==> src/rtl/seq_turn_signal.sv <==
// Sequential turn-signal controller: left/right sweep and hazard flash on two
// lamp banks, stepped by an internal prescaler of TICK_DIV clock cycles.
module seq_turn_signal #(
  parameter int N_LIGHTS = 3,
  parameter int TICK_DIV = 4
) (
  input  logic                clk,
  input  logic                reset_n,
  input  logic                left,
  input  logic                right,
  input  logic                hazard,
  output logic [N_LIGHTS-1:0] left_lights,
  output logic [N_LIGHTS-1:0] right_lights,
  output logic                busy
);

  localparam int SW = $clog2(N_LIGHTS + 1);
  localparam int DW = (TICK_DIV > 1) ? $clog2(TICK_DIV) : 1;
  localparam logic [SW-1:0] STEP_LAST = SW'(N_LIGHTS);
  localparam logic [DW-1:0] DIV_LAST  = DW'(TICK_DIV - 1);

  typedef enum logic [1:0] {
    IDLE  = 2'd0,
    LEFT  = 2'd1,
    RIGHT = 2'd2,
    HAZ   = 2'd3
  } mode_t;

  mode_t         mode_q, mode_d, req;
  logic [SW-1:0] step_q, step_d;
  logic [DW-1:0] div_q, div_d;
  logic          tick;
  logic [N_LIGHTS-1:0] pattern;

  // IDLE doubles as "no request" for the prioritised request encoding.
  always_comb begin
    req = IDLE;
    if (hazard || (left && right)) req = HAZ;
    else if (left)                 req = LEFT;
    else if (right)                req = RIGHT;
  end

  assign tick = (div_q == DIV_LAST);

  always_ff @(posedge clk or negedge reset_n) begin
    if (!reset_n) begin
      mode_q <= IDLE;
      step_q <= '0;
      div_q  <= '0;
    end else begin
      mode_q <= mode_d;
      step_q <= step_d;
      div_q  <= div_d;
    end
  end

  always_comb begin
    mode_d = mode_q;
    step_d = step_q;
    div_d  = div_q;
    if (mode_q == IDLE) begin
      div_d = '0;
      if (req != IDLE) begin
        mode_d = req;
        step_d = SW'(1);
      end
    end else begin
      div_d = tick ? '0 : div_q + 1'b1;
      if (tick) begin
        if (req == IDLE) begin
          mode_d = IDLE;
          step_d = '0;
        end else if (req != mode_q) begin
          mode_d = req;
          step_d = SW'(1);
        end else if (mode_q == HAZ) begin
          step_d = (step_q == SW'(1)) ? '0 : SW'(1);
        end else begin
          step_d = (step_q == STEP_LAST) ? '0 : step_q + 1'b1;
        end
      end
    end
  end

  // Top `step` lamps lit, MSB first; step==N_LIGHTS lights the whole bank.
  always_comb begin
    pattern = '0;
    for (int i = 0; i < N_LIGHTS; i++) begin
      pattern[i] = (int'(step_q) > (N_LIGHTS - 1 - i));
    end
  end

  always_comb begin
    left_lights  = '0;
    right_lights = '0;
    unique case (mode_q)
      LEFT:    left_lights  = pattern;
      RIGHT:   right_lights = pattern;
      HAZ: begin
        left_lights  = (step_q == SW'(1)) ? '1 : '0;
        right_lights = (step_q == SW'(1)) ? '1 : '0;
      end
      default: ;
    endcase
  end

  assign busy = (mode_q != IDLE);

endmodule
==> config.mk <==
export PLATFORM = sky130hd
export DESIGN_NAME = seq_turn_signal
export DESIGN_NICKNAME = d
export VERILOG_FILES = /design/src/rtl/seq_turn_signal.sv
export SDC_FILE = /design/constraint.sdc
export NUM_CORES = 1
export LEC_CHECK = 0
export CAP_MARGIN = 20
export CORE_AREA = 5 5 42 44
export DETAILED_ROUTE_END_ITERATION = 10
export DIE_AREA = 0 0 47 49
export SYNTH_ARGS = -nofsm -noshare
export SYNTH_HDL_FRONTEND = slang
export SYNTH_SLANG_ARGS = --single-unit
==> constraint.sdc <==
create_clock -name clk -period 3.7 [get_ports clk]
set_clock_uncertainty 0.2 [all_clocks]
set_input_delay 0.925 -clock clk [delete_from_list [all_inputs] [get_ports clk]]
set_output_delay 0.925 -clock clk [all_outputs]
set_load 0.03 [all_outputs]
==> flow_summary.ini, run 1 <==
[run]
maxCapViolCount = 0

[floorplan]
initial_core_util_pct = 33.8
die_area_um2 = 2300
die_x_um = 47
fp-row-count = 14
core-area_um2 = 1400
chipHeight_um = 49
ioPinCount = 12

[yosys]
largest_area_contributor_in_the_netlist = sky130_fd_sc_hd__dfrtp_1
synth_cell_types = 27
post_syn_area_per_cell_um2 = 8.30
synth-async-reset-ratio_pct = 100
postSynthNetCount = 66
yosysSeqAreaShare_pct = 31.7
synth_top_area_share_pct = 31.7
synth_enable_flop_cells = 0
synthesis.area_um2 = 473
ys_seq_elements = 6
synthFlopType = sky130_fd_sc_hd__dfrtp_1
netlist_instances = 57
synth.area.top_cells = sky130_fd_sc_hd__dfrtp_1, sky130_fd_sc_hd__ha_1, sky130_fd_sc_hd__o21ai_0
synthesis.yosys.warnings = 0
synth.cells.most_frequent = sky130_fd_sc_hd__dfrtp_1, sky130_fd_sc_hd__o21ai_0, sky130_fd_sc_hd__nand2_1

[global_route]
grt_first_pass_wirelength_mm = 1.58
grt_overflow = 0
grt_max_degree = 17
grtUsageTotal_pct = 9.91
number_of_antenna_violations_at_the_first_check_in_global_routing = 0
grt_pass1_vias = 395

[sta]
fin_tns_setup_ps = 0
grt_setup_unrepaired = no
final_min_period_over_clock_period_pct = 85.2
achievable-frequency_mhz = 317
tightestPinTransition_ps = 425
fin_crit_ps = 3150
holdWs_ps = 235
hold_violations = 0
maxSlewHeadroom_pct = 71.7
finalMaxSlewViolations = 0
worst_slack_ps = 546
report.final.setup_viol = 0

[detailed_routing]
detailed_routing_iterations_pass_1 = 4
dr_iter_0_viols = 15
routed_metal_1_wire_length_um = 413
post_drt_via_cell_ratio = 5.14
drc = 0
routed-wl-met2_um = 456
detail-route-antenna-nets = 0
route.detailed.wl_per_inst_um = 11.2
top_layer_used = met4
via_count = 437
route.met3.wl_um = 55
total_detailed_routing_wirelength_um = 952

[clock_tree]
numCtsBuffers = 3
cts_htree_levels = 1
cts_setup_buffers = 0
tritoncts = yes
ctsRootBufferMaster = sky130_fd_sc_hd__clkbuf_4
worst_skew_pair.late_latency_ps = 250
cts-root-to-sink-buffers = 2
ctsResizeCount = 0
cts_sinks = 6
path_clk_slew_ps = 50
cts-hold-fix-buffers = 0

[placed_design]
finalWeightedCongestion = 0.687
dpl.hpwl_um = 723
place_ws_ps = 803
placement.io_buffers = 11

[setup_path]
path_depth = 6
r2r_path_start = mode_q[1]$_DFFE_PN0P_
timing.critical_path.fanout_max = 4
critical_path_required_ps = 2570
arrival_ps = 2030
timing.setup.critical_path_class = reg2out
critPathLaunch = step_q[1]$_DFFE_PN0P_
critPathBufInv = 2
regToRegEndpoint = step_q[0]$_DFFE_PN0P_
worstSetupStartpointType = register
worst_reg2reg_path_depth = 4
slowest_delay_ps = 660
worst_path_max_delay_cell = sky130_fd_sc_hd__clkdlybuf4s50_1
worst-r2r-setup-slack_ps = 2160
timing.critical_path.to_type = primary output
worst_setup_path_endpoint = right_lights[1]
critical_path.cell_chain = inv_1 > ha_1 > nand2b_1 > o21ai_0 > and2_1 > clkdlybuf4s50_1
crit_family = buffers and inverters

[layout]
drive_above_1_share_pct = 7.25
antennaDiodeCount = 0
final_net_count = 80
utilization_pct = 43.8
num-fill-cells = 145
flow.area_growth_from_synthesis_pct = 29.6

[power_and_ir_drop]
lkg_pwr_nw = 0.259
vdd.ir_drop.worst_uv = 371
cellPowerDensity_nw_per_um2 = 958

[min_path]
class_of_the_tightest_hold_or_removal_check = reg2reg

[outcome]
outcome = finished clean
-- through the flow --
step                      cell area, um^2  power (mW)  std cells
after CTS                             613       0.597         85
final                                 613       0.587         85
after detailed placement              591       0.530         82
after floorplan                       473       0.405         57
after global routing                  613       0.646         85
after global placement                591       0.529         82
-- layout by cell type, fill, tap and decap left out --
cell and instances:
sky130_fd_sc_hd__nand3_1 2, sky130_fd_sc_hd__nand2_1 5, sky130_fd_sc_hd__o22ai_1 1, sky130_fd_sc_hd__and2b_1 1, sky130_fd_sc_hd__or2b_2 1, sky130_fd_sc_hd__o32ai_1 1
sky130_fd_sc_hd__o21ai_1 3, sky130_fd_sc_hd__ha_1 4, sky130_fd_sc_hd__nor4bb_1 2, sky130_fd_sc_hd__clkdlybuf4s50_1 11, sky130_fd_sc_hd__dfrtp_1 6, sky130_fd_sc_hd__or2_1 1
sky130_fd_sc_hd__nor3_1 1, sky130_fd_sc_hd__inv_1 4, sky130_fd_sc_hd__and2_1 3, sky130_fd_sc_hd__nand2_2 1, sky130_fd_sc_hd__a21oi_1 3, sky130_fd_sc_hd__clkbuf_4 3
sky130_fd_sc_hd__o2bb2ai_1 1, sky130_fd_sc_hd__xor2_1 1, sky130_fd_sc_hd__o21bai_1 1, sky130_fd_sc_hd__o21ai_0 6, sky130_fd_sc_hd__a21boi_0 1, sky130_fd_sc_hd__or2b_1 1
sky130_fd_sc_hd__a32oi_1 1, sky130_fd_sc_hd__nor2_1 2, sky130_fd_sc_hd__nand2b_1 2
-- per-layer routing --
metal / up-vias / global-route usage [%]
li1: 226 / -
met1: 194 / 10.9
met2: 13 / 14.5
met3: 4 / 2.21
met4: 0 / 9.68
met5: - / 0
-- state kept, by name, indices dropped and copies added (netlist names) --
name / cells
mode_q: 2
div_q: 2
step_q: 2
-- cell type report --
type	count	area (um^2)	share of cell area [%]
Clock buffer	3	22.5	3.67
Inverter	4	15.0	2.45
Multi-Input combinational cell	45	295	48.2
Sequential cell	6	150	24.5
Tap cell	16	20.0	3.27
Timing Repair Buffer	11	110	18.0
-- worst register-to-register path: stages, from the launching register on --
cell and delay, ps:
sky130_fd_sc_hd__dfrtp_1 530, sky130_fd_sc_hd__nor4bb_1 330, sky130_fd_sc_hd__o21bai_1 130, sky130_fd_sc_hd__o21ai_1 100, sky130_fd_sc_hd__a32oi_1 110
-- power by group --
part | internal (mW) | switching [mW]
registers | 0.0939 | 0.0451
logic | 0.176 | 0.210
clock network | 0.0368 | 0.0253
total | 0.306 | 0.281
-- cell families after synthesis --
group                      synth area share (%)
and+or+nand+nor                            27.3
DFF                                        31.7
AOI/OAI and AO/OA                          22.8
xor gates and xnor gates                   1.85
buffers and inverters                      5.82
adders and majority gates                  10.6
-- worst min path at each step --
stage	from	to	cells after the start
after global placement	div_q[0]$_DFF_PN0_	div_q[0]$_DFF_PN0_	1
final	div_q[0]$_DFF_PN0_	div_q[0]$_DFF_PN0_	1
after CTS	div_q[0]$_DFF_PN0_	div_q[0]$_DFF_PN0_	1
after floorplan	div_q[0]$_DFF_PN0_	div_q[0]$_DFF_PN0_	1
after detailed placement	div_q[0]$_DFF_PN0_	div_q[0]$_DFF_PN0_	1
after global routing	div_q[0]$_DFF_PN0_	div_q[0]$_DFF_PN0_	1
(Power assumes the default switching activity.)
==> run 2: changes to the inputs <==
- SLEW_MARGIN: not set -> 20
==> results of run 2 <==
Final layout, timing and power as in run 1 (identical DEF).
==> run 3: changes to the inputs <==
- CAP_MARGIN: 20 -> not set
- DONT_BUFFER_PORTS: not set -> 1
- GPL_ROUTABILITY_DRIVEN: not set -> 0
==> run 3 against run 2 <==
Net effect:
- count of clock-buffer cells in the layout is the same
- global-route usage shrank 1.3 points
- die area is the same
- clock power shrank 6.4%
- fmax grew 14%
- total power shrank 14%
- worst hold slack lost 57 ps
- core utilization shrank 7.3 points
- wire length shrank 3.5%
- non-clock buffer count shrank 10
- final cell count shrank 12%
- sequential share of layout area grew 4.9 points
==> flow_summary.ini, run 3 (same netlist as run 1, synthesis figures left out) <==
[global_route]
number_of_antenna_violations_at_the_first_check_in_global_routing = 0
grt_first_pass_wirelength_mm = 1.41
grt_max_degree = 17
grt_pass1_vias = 335
grtUsageTotal_pct = 8.56
grt_overflow = 0

[detailed_routing]
route.met3.wl_um = 79
detailed_routing_iterations_pass_1 = 4
total_detailed_routing_wirelength_um = 919
routed_metal_1_wire_length_um = 401
drc = 0
detail-route-antenna-nets = 0
top_layer_used = met3
routed-wl-met2_um = 438
post_drt_via_cell_ratio = 5.49
route.detailed.wl_per_inst_um = 12.3
dr_iter_0_viols = 6
via_count = 412

[floorplan]
chipHeight_um = 49
fp-row-count = 14
core-area_um2 = 1400
die_x_um = 47
die_area_um2 = 2300
ioPinCount = 12
initial_core_util_pct = 33.8

[setup_path]
regToRegEndpoint = step_q[0]$_DFFE_PN0P_
worstSetupStartpointType = register
critical_path.cell_chain = inv_1 > ha_1 > or2_1 > a21oi_1
critPathBufInv = 1
timing.critical_path.fanout_max = 5
worst-r2r-setup-slack_ps = 2170
timing.setup.critical_path_class = reg2out
worst_path_max_delay_cell = sky130_fd_sc_hd__a21oi_1
crit_family = compound AO/OA/AOI/OAI gates
critical_path_required_ps = 2570
slowest_delay_ps = 540
worst_reg2reg_path_depth = 5
r2r_path_start = step_q[0]$_DFFE_PN0P_
timing.critical_path.to_type = primary output
arrival_ps = 1650

[sta]
final_min_period_over_clock_period_pct = 75.0
tightestPinTransition_ps = 662
achievable-frequency_mhz = 360
maxSlewHeadroom_pct = 56.0
hold_violations = 0
report.final.setup_viol = 0
holdWs_ps = 178
finalMaxSlewViolations = 0
grt_setup_unrepaired = no
fin_tns_setup_ps = 0
fin_crit_ps = 2770

[power_and_ir_drop]
share_clk_of_total_power_pct = 11.6
cellPowerDensity_nw_per_um2 = 984
switching_power_mw = 0.266
vdd.ir_drop.worst_uv = 355
netSwitchingFraction_pct = 53.0
pwr-share-seq_pct = 27.6
lkg_pwr_nw = 0.222
internal_power_mw = 0.236
combinational_share_of_power_pct = 60.8

[layout]
final_net_count = 70
flow.area_growth_from_synthesis_pct = 7.94
finish.instance_area_um2 = 510
reg.largest.list = div_q: 2 flops, mode_q: 2 flops, step_q: 2 flops
layout.cells.most_common_list = sky130_fd_sc_hd__o21ai_0, sky130_fd_sc_hd__dfrtp_1, sky130_fd_sc_hd__nand2_1
num-fill-cells = 154
drive_above_1_share_pct = 10.2
antennaDiodeCount = 0

[clock_tree]
cts_sinks = 6
cts-root-to-sink-buffers = 2
cts_htree_levels = 1
ctsResizeCount = 0
numCtsBuffers = 3
path_clk_slew_ps = 40
tritoncts = yes
ctsRootBufferMaster = sky130_fd_sc_hd__clkbuf_4
worst_skew_pair.late_latency_ps = 240
cts_setup_buffers = 0
cts-hold-fix-buffers = 0

[placed_design]
placed_cell_area_um2 = 488
dpl.hpwl_um = 728
placement.io_buffers = 0

[outcome]
outcome = finished clean

[min_path]
class_of_the_tightest_hold_or_removal_check = in2async

[run]
maxCapViolCount = 0
run 3: cell types whose count changed in the layout (fill, tap and decap cells not counted), sizes merged:
cell and delta:
clkdlybuf4s50 -11, buf +1
run 3: worst max path at each step:
| stage | startpoint | to | slack [ps] | cells past startpoint |
|---|---|---|---|---|
| 3_3_place_gp | step_q[1]$_DFFE_PN0P_ | left_lights[2] | 1200 | 4 |
| 2_1_floorplan | step_q[1]$_DFFE_PN0P_ | right_lights[0] | 1160 | 4 |
| 6_report | step_q[0]$_DFFE_PN0P_ | left_lights[2] | 930 | 4 |
| 3_5_place_dp | step_q[0]$_DFFE_PN0P_ | left_lights[2] | 1160 | 4 |
| 5_1_grt | step_q[0]$_DFFE_PN0P_ | left_lights[2] | 860 | 4 |
| 4_1_cts | step_q[0]$_DFFE_PN0P_ | left_lights[2] | 900 | 4 |
run 3: power groups by stage:
stage / logic (mW) / clock network, mW / registers, mW
5_1_grt: 0.335 / 0.0659 / 0.146
3_5_place_dp: 0.310 / 0 / 0.141
6_report: 0.305 / 0.0581 / 0.139
4_1_cts: 0.311 / 0.0591 / 0.140
3_3_place_gp: 0.305 / 0 / 0.138
2_1_floorplan: 0.291 / 0 / 0.114
run 3: layer usage:
layer | track usage (%) | vias up
li1 | - | 206
met1 | 11.2 | 193
met2 | 12.0 | 13
met3 | 4.43 | 0
met4 | 2.76 | 0
met5 | 0 | -
run 3: layout make-up:
| cell class | instances | area, um^2 | share of cell area (%) |
|---|---|---|---|
| Multi-Input combinational cell | 45 | 295 | 57.8 |
| Clock buffer | 3 | 22.5 | 4.41 |
| Tap cell | 16 | 20.0 | 3.92 |
| Timing Repair Buffer | 1 | 7.51 | 1.47 |
| Inverter | 4 | 15.0 | 2.94 |
| Sequential cell | 6 | 150 | 29.4 |
run 3: per-stage QoR:
stage | setup slack (ps) | std cells | power, mW | utilization [%]
floorplan | 1160 | 57 | 0.405 | -
finish | 926 | 75 | 0.502 | 36.4
global placement | 1200 | 72 | 0.443 | 34.8
detailed placement | 1160 | 72 | 0.451 | 34.8
global route | 859 | 75 | 0.547 | 36.4
CTS | 899 | 75 | 0.510 | 36.4
run 3: worst register-to-register path, cell delays in order (launching register included):
cell and delay [ps]:
sky130_fd_sc_hd__dfrtp_1 420, sky130_fd_sc_hd__ha_1 250, sky130_fd_sc_hd__nor2_1 140, sky130_fd_sc_hd__o21ai_0 90, sky130_fd_sc_hd__o2bb2ai_1 140, sky130_fd_sc_hd__a32oi_1 200
